<file path="src/rtl/ysyx_25060170_fetch_ctrl.sv">
// Instruction fetch controller: issues one read at a time to instruction
// memory, hands the returned word to decode and follows execute redirects.
//
// Handshakes: every channel (AR, R, inst) transfers on a rising edge where
// valid and ready are both high. A source never drops valid and never
// changes its payload while valid is high and ready is low.
module ysyx_25060170_fetch_ctrl #(
  parameter logic [31:0] RESET_PC = 32'h8000_0000
) (
  input  logic        clk,
  input  logic        rst,
  input  logic        jump_en,
  input  logic [31:0] jump_addr,
  output logic [31:0] araddr,
  output logic        arvalid,
  input  logic        arready,
  input  logic [31:0] rdata,
  input  logic [1:0]  rresp,
  input  logic        rvalid,
  output logic        rready,
  output logic [31:0] inst,
  output logic        inst_valid,
  input  logic        inst_ready,
  output logic [31:0] pc,
  output logic        fetch_err,
  output logic [31:0] fetch_cnt,
  output logic [2:0]  dbg_state
);

  typedef enum logic [2:0] {
    IDLE = 3'd0,
    REQ  = 3'd1,
    WAIT = 3'd2,
    OUT  = 3'd3,
    HALT = 3'd4
  } state_t;

  state_t      state;
  logic        redirect_pending;
  logic [31:0] redirect_addr;
  logic [31:0] redirect_tgt;
  logic        redirect_any;
  logic [31:0] out_tgt;

  // A same-cycle jump_en is newer than anything stored, so it wins.
  assign redirect_tgt = jump_en ? jump_addr : redirect_addr;
  assign redirect_any = jump_en | redirect_pending;
  // Next pc after a delivered instruction; 32-bit add wraps naturally.
  assign out_tgt      = jump_en ? jump_addr : (pc + 32'd4);

  // The read address is always the pc register, so it cannot move while
  // arvalid is high (pc only changes outside REQ).
  assign araddr    = pc;
  assign dbg_state = state;

  // Fetch FSM with all handshake outputs registered alongside the state.
  always_ff @(posedge clk or negedge rst) begin
    if (!rst) begin
      state            <= IDLE;
      pc               <= RESET_PC;
      arvalid          <= 1'b0;
      rready           <= 1'b0;
      inst_valid       <= 1'b0;
      inst             <= 32'd0;
      fetch_err        <= 1'b0;
      fetch_cnt        <= 32'd0;
      redirect_pending <= 1'b0;
      redirect_addr    <= 32'd0;
    end else begin
      case (state)
        IDLE: begin
          state   <= REQ;
          arvalid <= 1'b1;
          if (redirect_any) begin
            pc               <= redirect_tgt;
            redirect_pending <= 1'b0;
            if (redirect_tgt[1:0] != 2'b00) begin
              state     <= HALT;
              arvalid   <= 1'b0;
              fetch_err <= 1'b1;
            end
          end
        end

        REQ: begin
          // The outstanding request is never withdrawn; a redirect waits.
          if (jump_en) begin
            redirect_pending <= 1'b1;
            redirect_addr    <= jump_addr;
          end
          if (arready) begin
            state   <= WAIT;
            arvalid <= 1'b0;
            rready  <= 1'b1;
          end
        end

        WAIT: begin
          if (rvalid) begin
            rready <= 1'b0;
            if (rresp != 2'b00) begin
              state     <= HALT;
              fetch_err <= 1'b1;
            end else if (redirect_any) begin
              // Stale response for the old path: drop it and refetch.
              pc               <= redirect_tgt;
              redirect_pending <= 1'b0;
              if (redirect_tgt[1:0] != 2'b00) begin
                state     <= HALT;
                fetch_err <= 1'b1;
              end else begin
                state   <= REQ;
                arvalid <= 1'b1;
              end
            end else begin
              inst       <= rdata;
              inst_valid <= 1'b1;
              state      <= OUT;
            end
          end else if (jump_en) begin
            redirect_pending <= 1'b1;
            redirect_addr    <= jump_addr;
          end
        end

        OUT: begin
          // jump_en only matters on the cycle decode takes the instruction.
          if (inst_ready) begin
            inst_valid       <= 1'b0;
            pc               <= out_tgt;
            fetch_cnt        <= fetch_cnt + 32'd1;
            redirect_pending <= 1'b0;
            if (out_tgt[1:0] != 2'b00) begin
              state     <= HALT;
              fetch_err <= 1'b1;
            end else begin
              state   <= REQ;
              arvalid <= 1'b1;
            end
          end
        end

        HALT: begin
          state <= HALT;
        end

        default: begin
          state      <= HALT;
          arvalid    <= 1'b0;
          rready     <= 1'b0;
          inst_valid <= 1'b0;
          fetch_err  <= 1'b1;
        end
      endcase
    end
  end

endmodule
</file>
<file path="config.mk">
export PLATFORM = sky130hd
export DESIGN_NAME = ysyx_25060170_fetch_ctrl
export DESIGN_NICKNAME = d
export VERILOG_FILES = /design/src/rtl/ysyx_25060170_fetch_ctrl.sv
export SDC_FILE = /design/constraint.sdc
export NUM_CORES = 1
export LEC_CHECK = 0
export CAP_MARGIN = 5
export CORE_ASPECT_RATIO = 1.75
export CORE_MARGIN = 8
export CORE_UTILIZATION = 52
export DETAILED_ROUTE_END_ITERATION = 7
export PLACE_DENSITY = 0.84
export SYNTH_ARGS = -nofsm -noshare
export SYNTH_HDL_FRONTEND = slang
export SYNTH_SLANG_ARGS = --single-unit
</file>
<file path="constraint.sdc">
create_clock -name clk -period 3.5 [get_ports clk]
set_input_delay 0.525 -clock clk [delete_from_list [all_inputs] [get_ports clk]]
set_output_delay 0.525 -clock clk [all_outputs]
set_load 0.01 [all_outputs]
</file>
==> flow_summary_export.csv, run 1 <==
group,metric,value,unit
synthesis,yosys-top-cells-count,"dfrtp_1 (135), o21ai_0 (70), nand2_1 (63), nor2_1 (42), buf_4 (37)",
setup_path,reg2reg_slack,0.76,ns
power_and_ir_drop,p_leak,4.22,nW
floorplan,ios,207,
layout,design_area,0.00965,sq mm
grt,grt_use_met3,6.44,%
timing,relSlewSlack,27.8,%
worst_hold_path,min_path_type,"in2async",
timing,rsz0062_at_grt,"no",
setup_path,required,3.79,ns
clocking,hold_buffers,0,
synthesis,synth_flop_cell,"dfrtp_1",
setup_path,crit_type,"reg2reg",
synthesis,async_reset_ff_share,100,%
clocking,ctsResizeCount,0,
setup_path,end_kind,"flip-flop",
setup_path,cp_max_fo,32,
floorplan,rows,56,
timing,fin_crit,2.74,ns
job,maxCapViolCount,0,
setup_path,start_kind,"flip-flop",
clocking,cts_sinks,136,
setup_path,cp.depth,4,
floorplan,fp.dieH,171,um
grt,grt_max_degree,81,
setup_path,r2r-start,"dbg_state[0]",
setup_path,crit_chain,"nor2b_1 > nor2_1 > or3_2 > mux2_4",
detailed_routing,postRouteAntennaNets,0,
synthesis,syn-num-nets,756,
placement,portBuffers,206,
setup_path,arrival,3.02,ns
timing,setup_violations,0,
synthesis,syn-cell-area,0.00716,sq mm
synthesis,synth.most_common_cell,"dfrtp_1",
grt,grt_first_pass_wirelength,34100,um
clocking,clk_latency,0.41,ns
timing,hold_viol,0,
power_and_ir_drop,power.total,5.29,mW
synthesis,yosys.area.top_type,"dfrtp_1",
layout,drive_gt1_share,14.7,%
synthesis,ys_seq_elements,136,
floorplan,core-area,0.0135,sq mm
setup_path,r2r-end,"redirect_addr[25]",
timing,setup_slack,0.763,ns
grt,top_usage_layer,"met2",
clocking,path_clk_slew,0.06,ns
power_and_ir_drop,p_per_area,548,mW/mm^2
timing,fmax,365,MHz
setup_path,cp.buffers_inverters,0,
synthesis,yosys-top-cells-area,"dfrtp_1 (47%), mux2_4 (6.3%), mux2_2 (5.5%), o21ai_0 (4.9%), buf_4 (3.9%)",
layout,n_antenna_cell,0,
grt,track_usage,23.7,%
detailed_routing,wl_per_cell,21.0,um
setup_path,critPathMaxStageDelay,0.89,ns
power_and_ir_drop,ir_worst_vdd,0.347,mV
timing,fin_crit_sh,78.2,%
grt,grtUsageMet2,42.7,%
clocking,cts_tree,"yes",
placement,hpwl,15700,um
timing,skew,0.0130,ns
detailed_routing,wirelength,21700,um
placement,place.gp.congestion,0.890,
detailed_routing,drc_errors,0,
synthesis,ys_seq_area_share,47.6,%
layout,fin_nets,919,
floorplan,start_util,53.2,%
layout,post-route-util,71.8,%
grt,met1_usage,25.0,%
setup_path,cpMaxStageDelayCell,"or3_2",
synthesis,yosysWarnings,0,
timing,finalSetupTns,0,ns
detailed_routing,via_per_inst,5.91,
setup_path,critPathTopFamily,"simple AND/OR/NAND/NOR gates",
placement,placed_area,0.00905,sq mm
clocking,cts_setup_buffers,0,
timing,whs,0.156,ns
timing,worst_slew_pin_slew,1.08,ns
timing,maxSlewViolCount,0,
grt,antenna_found_initial,0,
synthesis,synth_area_per_cell,10.5,sq um
setup_path,r2r_cells,4,
grt,grt-ovfl-total,0,
synthesis,synth_top_area_share,47.2,%
floorplan,die_w,105,um
grt,grt_pass1_vias,6447,
layout,nFillCells,994,
synthesis,syn_inst,682,
detailed_routing,vias,6104,
detailed_routing,drt-initial-drc-count,302,
placement,post-place-ws,0.566,ns
synthesis,yosys.cell_types.count,63,
clocking,clock_path_buffers,2,
layout,finalNonFillerCells,1032,
clocking,cts_root_buf,"clkbuf_16",
synthesis,synth_edf_count,0,
floorplan,die-area,0.0179,sq mm
status,outcome,"completed",
placement,place_inst,1000,
clocking,numCtsBuffers,17,
detailed_routing,firstDrtPassIters,5,
layout,areaGrowthSynthToFinish,34.9,%
clocking,cts_max_level,4,
==> per-layer routing <==
layer,vias up,routed length (um)
met1,3027,8070
li1,2753,-
met2,279,11300
met5,-,0
met4,0,810
met3,45,1500
==> where the power goes <==
part | internal (mW) | total [mW] | switching (mW) | leakage (nW)
logic | 0.795 | 1.33 | 0.533 | 2.11
clock network | 1.11 | 1.82 | 0.704 | 0.289
registers | 1.80 | 2.14 | 0.348 | 1.82
total | 3.71 | 5.29 | 1.58 | 4.22
==> area by class of cell <==
type,instances,area (sq um),share of cell area (%)
Clock inverter,12,140,1.45
Tap cell,174,218,2.26
Sequential cell,136,3400,35.3
Timing Repair Buffer,215,2130,22.0
Inverter,7,26.3,0.272
Multi-Input combinational cell,468,3270,33.9
Clock buffer,20,467,4.83
==> state kept, by name (all words and copies together) (netlist names) <==
register          cells
araddr               32
arvalid               1
dbg_state             3
fetch_cnt            32
fetch_err             1
inst                 32
inst_valid            1
redirect_addr        32
redirect_pending      1
rready                1
==> worst max path at each step <==
stage | start | endpoint | slack [ns]
final | dbg_state[0] | redirect_addr[25] | 0.76
after global routing | dbg_state[0] | redirect_addr[25] | 0.65
after CTS | dbg_state[0] | redirect_addr[27] | 0.78
after detailed placement | rvalid | redirect_addr[27] | 0.57
after global placement | rvalid | redirect_addr[12] | 0.62
after floorplan | jump_en | arvalid | 1.41
==> logic make-up (layout without fill, tap and decap cells) <==
kind of cell    count (synthesis)  after routing  synth area share (%)
simple gates                  213            213                  15.7
flops                         136            136                  47.6
compound gates                152            152                  13.4
fa+ha+maj                       2              2                 0.350
mux                            69             69                  12.4
buf+inv                        78            254                  6.71
xor+xnor                       32             32                  3.92
==> placed cells by master, fill, tap and decap left out, drive strengths merged, types with 8 or more instances in the layout <==
cell type / n
o21ai: 73
o2bb2ai: 8
and3: 21
a31oi: 15
nand2: 63
nand4: 14
clkbuf: 20
nor4: 10
inv: 9
dfrtp: 135
a21oi: 21
mux2: 66
clkdlybuf4s50: 204
nor2: 42
xnor2: 30
nand3: 22
buf: 11
Note: power is estimated with default switching activity, not from simulation.
==> run 2: changes to the inputs <==
--- a/config.mk
+++ b/config.mk
@@ -8,9 +8,9 @@
 export CAP_MARGIN = 5
 export CORE_ASPECT_RATIO = 1.75
 export CORE_MARGIN = 8
-export CORE_UTILIZATION = 52
+export CORE_UTILIZATION = 44
 export DETAILED_ROUTE_END_ITERATION = 7
-export PLACE_DENSITY = 0.84
+export PLACE_DENSITY = 0.76
 export SYNTH_ARGS = -nofsm -noshare
 export SYNTH_HDL_FRONTEND = slang
 export SYNTH_SLANG_ARGS = --single-unit
==> constraint.sdc (replaced) <==
create_clock -name clk -period 2.5 [get_ports clk]
set_input_delay 0.375 -clock clk [delete_from_list [all_inputs] [get_ports clk]]
set_output_delay 0.375 -clock clk [all_outputs]
set_load 0.01 [all_outputs]
==> flow_summary_export.csv, run 2 (synthesis results as in run 1) <==
group,metric,value,unit
power_and_ir_drop,p_per_area,742,mW/mm^2
setup_path,arrival,1.80,ns
floorplan,die_w,112,um
status,outcome,"completed",
grt,grt_pass1_vias,6169,
setup_path,crit_chain,"buf_4 > clkdlybuf4s50_1",
setup_path,cp-startpoint,"dbg_state[1]",
job,maxCapViolCount,0,
layout,drive_gt1_share,16.0,%
floorplan,core-area,0.0159,sq mm
detailed_routing,wirelength,20900,um
clocking,clk_latency,0.42,ns
setup_path,critPathTopFamily,"buffers and inverters",
detailed_routing,drt-initial-drc-count,345,
power_and_ir_drop,ir_worst_vdd,0.505,mV
grt,grt-ovfl-total,0,
setup_path,cpMaxStageDelayCell,"clkdlybuf4s50_1",
setup_path,start_kind,"flip-flop",
clocking,cts_tree,"yes",
detailed_routing,wl_per_cell,19.7,um
setup_path,critPathMaxStageDelay,0.58,ns
layout,final_cell_mix,"clkdlybuf4s50_1 (204), dfrtp_1 (135), o21ai_0 (70)",
clocking,cts_root_buf,"clkbuf_16",
clocking,numCtsBuffers,17,
floorplan,die-area,0.0208,sq mm
floorplan,fp.dieH,185,um
floorplan,start_util,45.1,%
clocking,cts_sinks,136,
timing,setup_violations,0,
setup_path,required,2.12,ns
power_and_ir_drop,pwr-share-comb,25.3,%
timing,relSlewSlack,60.8,%
setup_path,r2r-start,"araddr[3]",
detailed_routing,firstDrtPassIters,6,
grt,grt_first_pass_wirelength,33200,um
placement,portBuffers,206,
floorplan,ios,207,
power_and_ir_drop,p_leak,4.30,nW
power_and_ir_drop,pwr-share-seq,41.3,%
grt,antenna_found_initial,0,
layout,n_antenna_cell,0,
layout,final_common_cell,"clkdlybuf4s50_1",
detailed_routing,vias,5935,
layout,areaGrowthSynthToFinish,37.2,%
timing,fin_crit,2.17,ns
setup_path,cp.buffers_inverters,2,
setup_path,end_kind,"output port",
timing,hold_viol,0,
power_and_ir_drop,swShare,31.0,%
layout,fin_nets,935,
setup_path,crit_type,"reg2out",
detailed_routing,postRouteAntennaNets,0,
timing,fin_crit_sh,87.0,%
placement,place.gp.congestion,0.868,
clocking,cts_max_level,4,
floorplan,rows,61,
placement,post-place-ws,0.110,ns
setup_path,cp_max_fo,10,
worst_hold_path,holdCritStartpoint,"jump_en",
worst_hold_path,min_path_type,"in2reg",
timing,worst_slew_pin_slew,0.586,ns
timing,maxSlewViolCount,0,
clocking,ctsResizeCount,0,
timing,rsz0062_at_grt,"no",
power_and_ir_drop,pwr-share-clk,33.4,%
grt,grt_max_degree,58,
clocking,clock_path_buffers,2,
timing,setup_slack,0.326,ns
clocking,path_clk_slew,0.06,ns
timing,finalSetupTns,0,ns
power_and_ir_drop,power_switching,2.26,mW
timing,skew,0.00839,ns
detailed_routing,via_per_inst,5.58,
power_and_ir_drop,p_int,5.03,mW
timing,fmax,460,MHz
grt,track_usage,20.3,%
timing,whs,0.347,ns
layout,nFillCells,1297,
detailed_routing,drc_errors,0,
placement,hpwl,15300,um
## run 2: changes by cell type in the layout (fill, tap and decap cells not counted)
| cell | delta |
|---|---|
| buf_4 | +10 |
| inv_6 | +6 |
| buf_12 | +5 |
| clkbuf_8 | -3 |
| clkinv_4 | -3 |
| bufinv_16 | -1 |
| clkbuf_1 | +1 |
| clkinv_2 | -1 |
| clkinvlp_4 | +1 |
| dlygate4sd3_1 | +1 |
## run 2: through the flow
step / util (%) / cell area, sq um / total power, mW / std cells
after floorplan: - / 7160 / 3.86 / 682
after global placement: 58.2 / 9240 / 4.87 / 1030
after detailed placement: 58.2 / 9240 / 4.89 / 1030
after CTS: 61.9 / 9820 / 7.36 / 1063
after global routing: 61.9 / 9820 / 7.65 / 1063
final: 61.9 / 9820 / 7.29 / 1063
## run 2: timing repair
item | 4_1_cts | 5_1_grt
hold buffers | 1 | 0
buffers inserted | 0 | 0
endpoints found under the hold margin | 50 | 0
## run 2: worst paths after layout
path	to	slack [ns]	depth (start not counted)
max	dbg_state[1]	0.33	2
min in group asynchronous	redirect_addr[6]	0.49	2
min	redirect_pending	0.35	3
max reg2reg	araddr[24]	0.34	8
min reg2reg	fetch_cnt[31]	0.48	1
max in group asynchronous	araddr[27]	1.26	3
## run 2: cell type report
class | instances | area [sq um] | area share, %
inverters | 7 | 26.3 | 0.268
well taps | 189 | 236 | 2.41
multi-input cells | 468 | 3270 | 33.3
flip-flops and latches | 136 | 3400 | 34.7
clock inverters | 14 | 139 | 1.41
repair buffers | 231 | 2310 | 23.5
clock buffers | 18 | 429 | 4.37
## run 2: worst min-delay path: cells and delay by family
kind	cells	cell delay [ns]
AOI/OAI and AO/OA	2	0.19
buffers and inverters	1	0.15
## run 2: metal layers
metal  GRT usage, %  vias up  part of all wire, %
li1               -     2778                    -
met1           22.9     2890                   40
met2           36.5      237                   52
met3           4.55       30                  6.0
met4           7.98        0                  2.1
met5              0        -                    0
## run 2: power by group through the flow
stage | combinational (mW) | clock, mW | sequential (mW)
5_1_grt | 1.99 | 2.59 | 3.07
3_5_place_dp | 1.86 | 0 | 3.03
2_1_floorplan | 0.864 | 0 | 3.00
3_3_place_gp | 1.84 | 0 | 3.03
6_report | 1.84 | 2.44 | 3.01
4_1_cts | 1.88 | 2.48 | 3.00
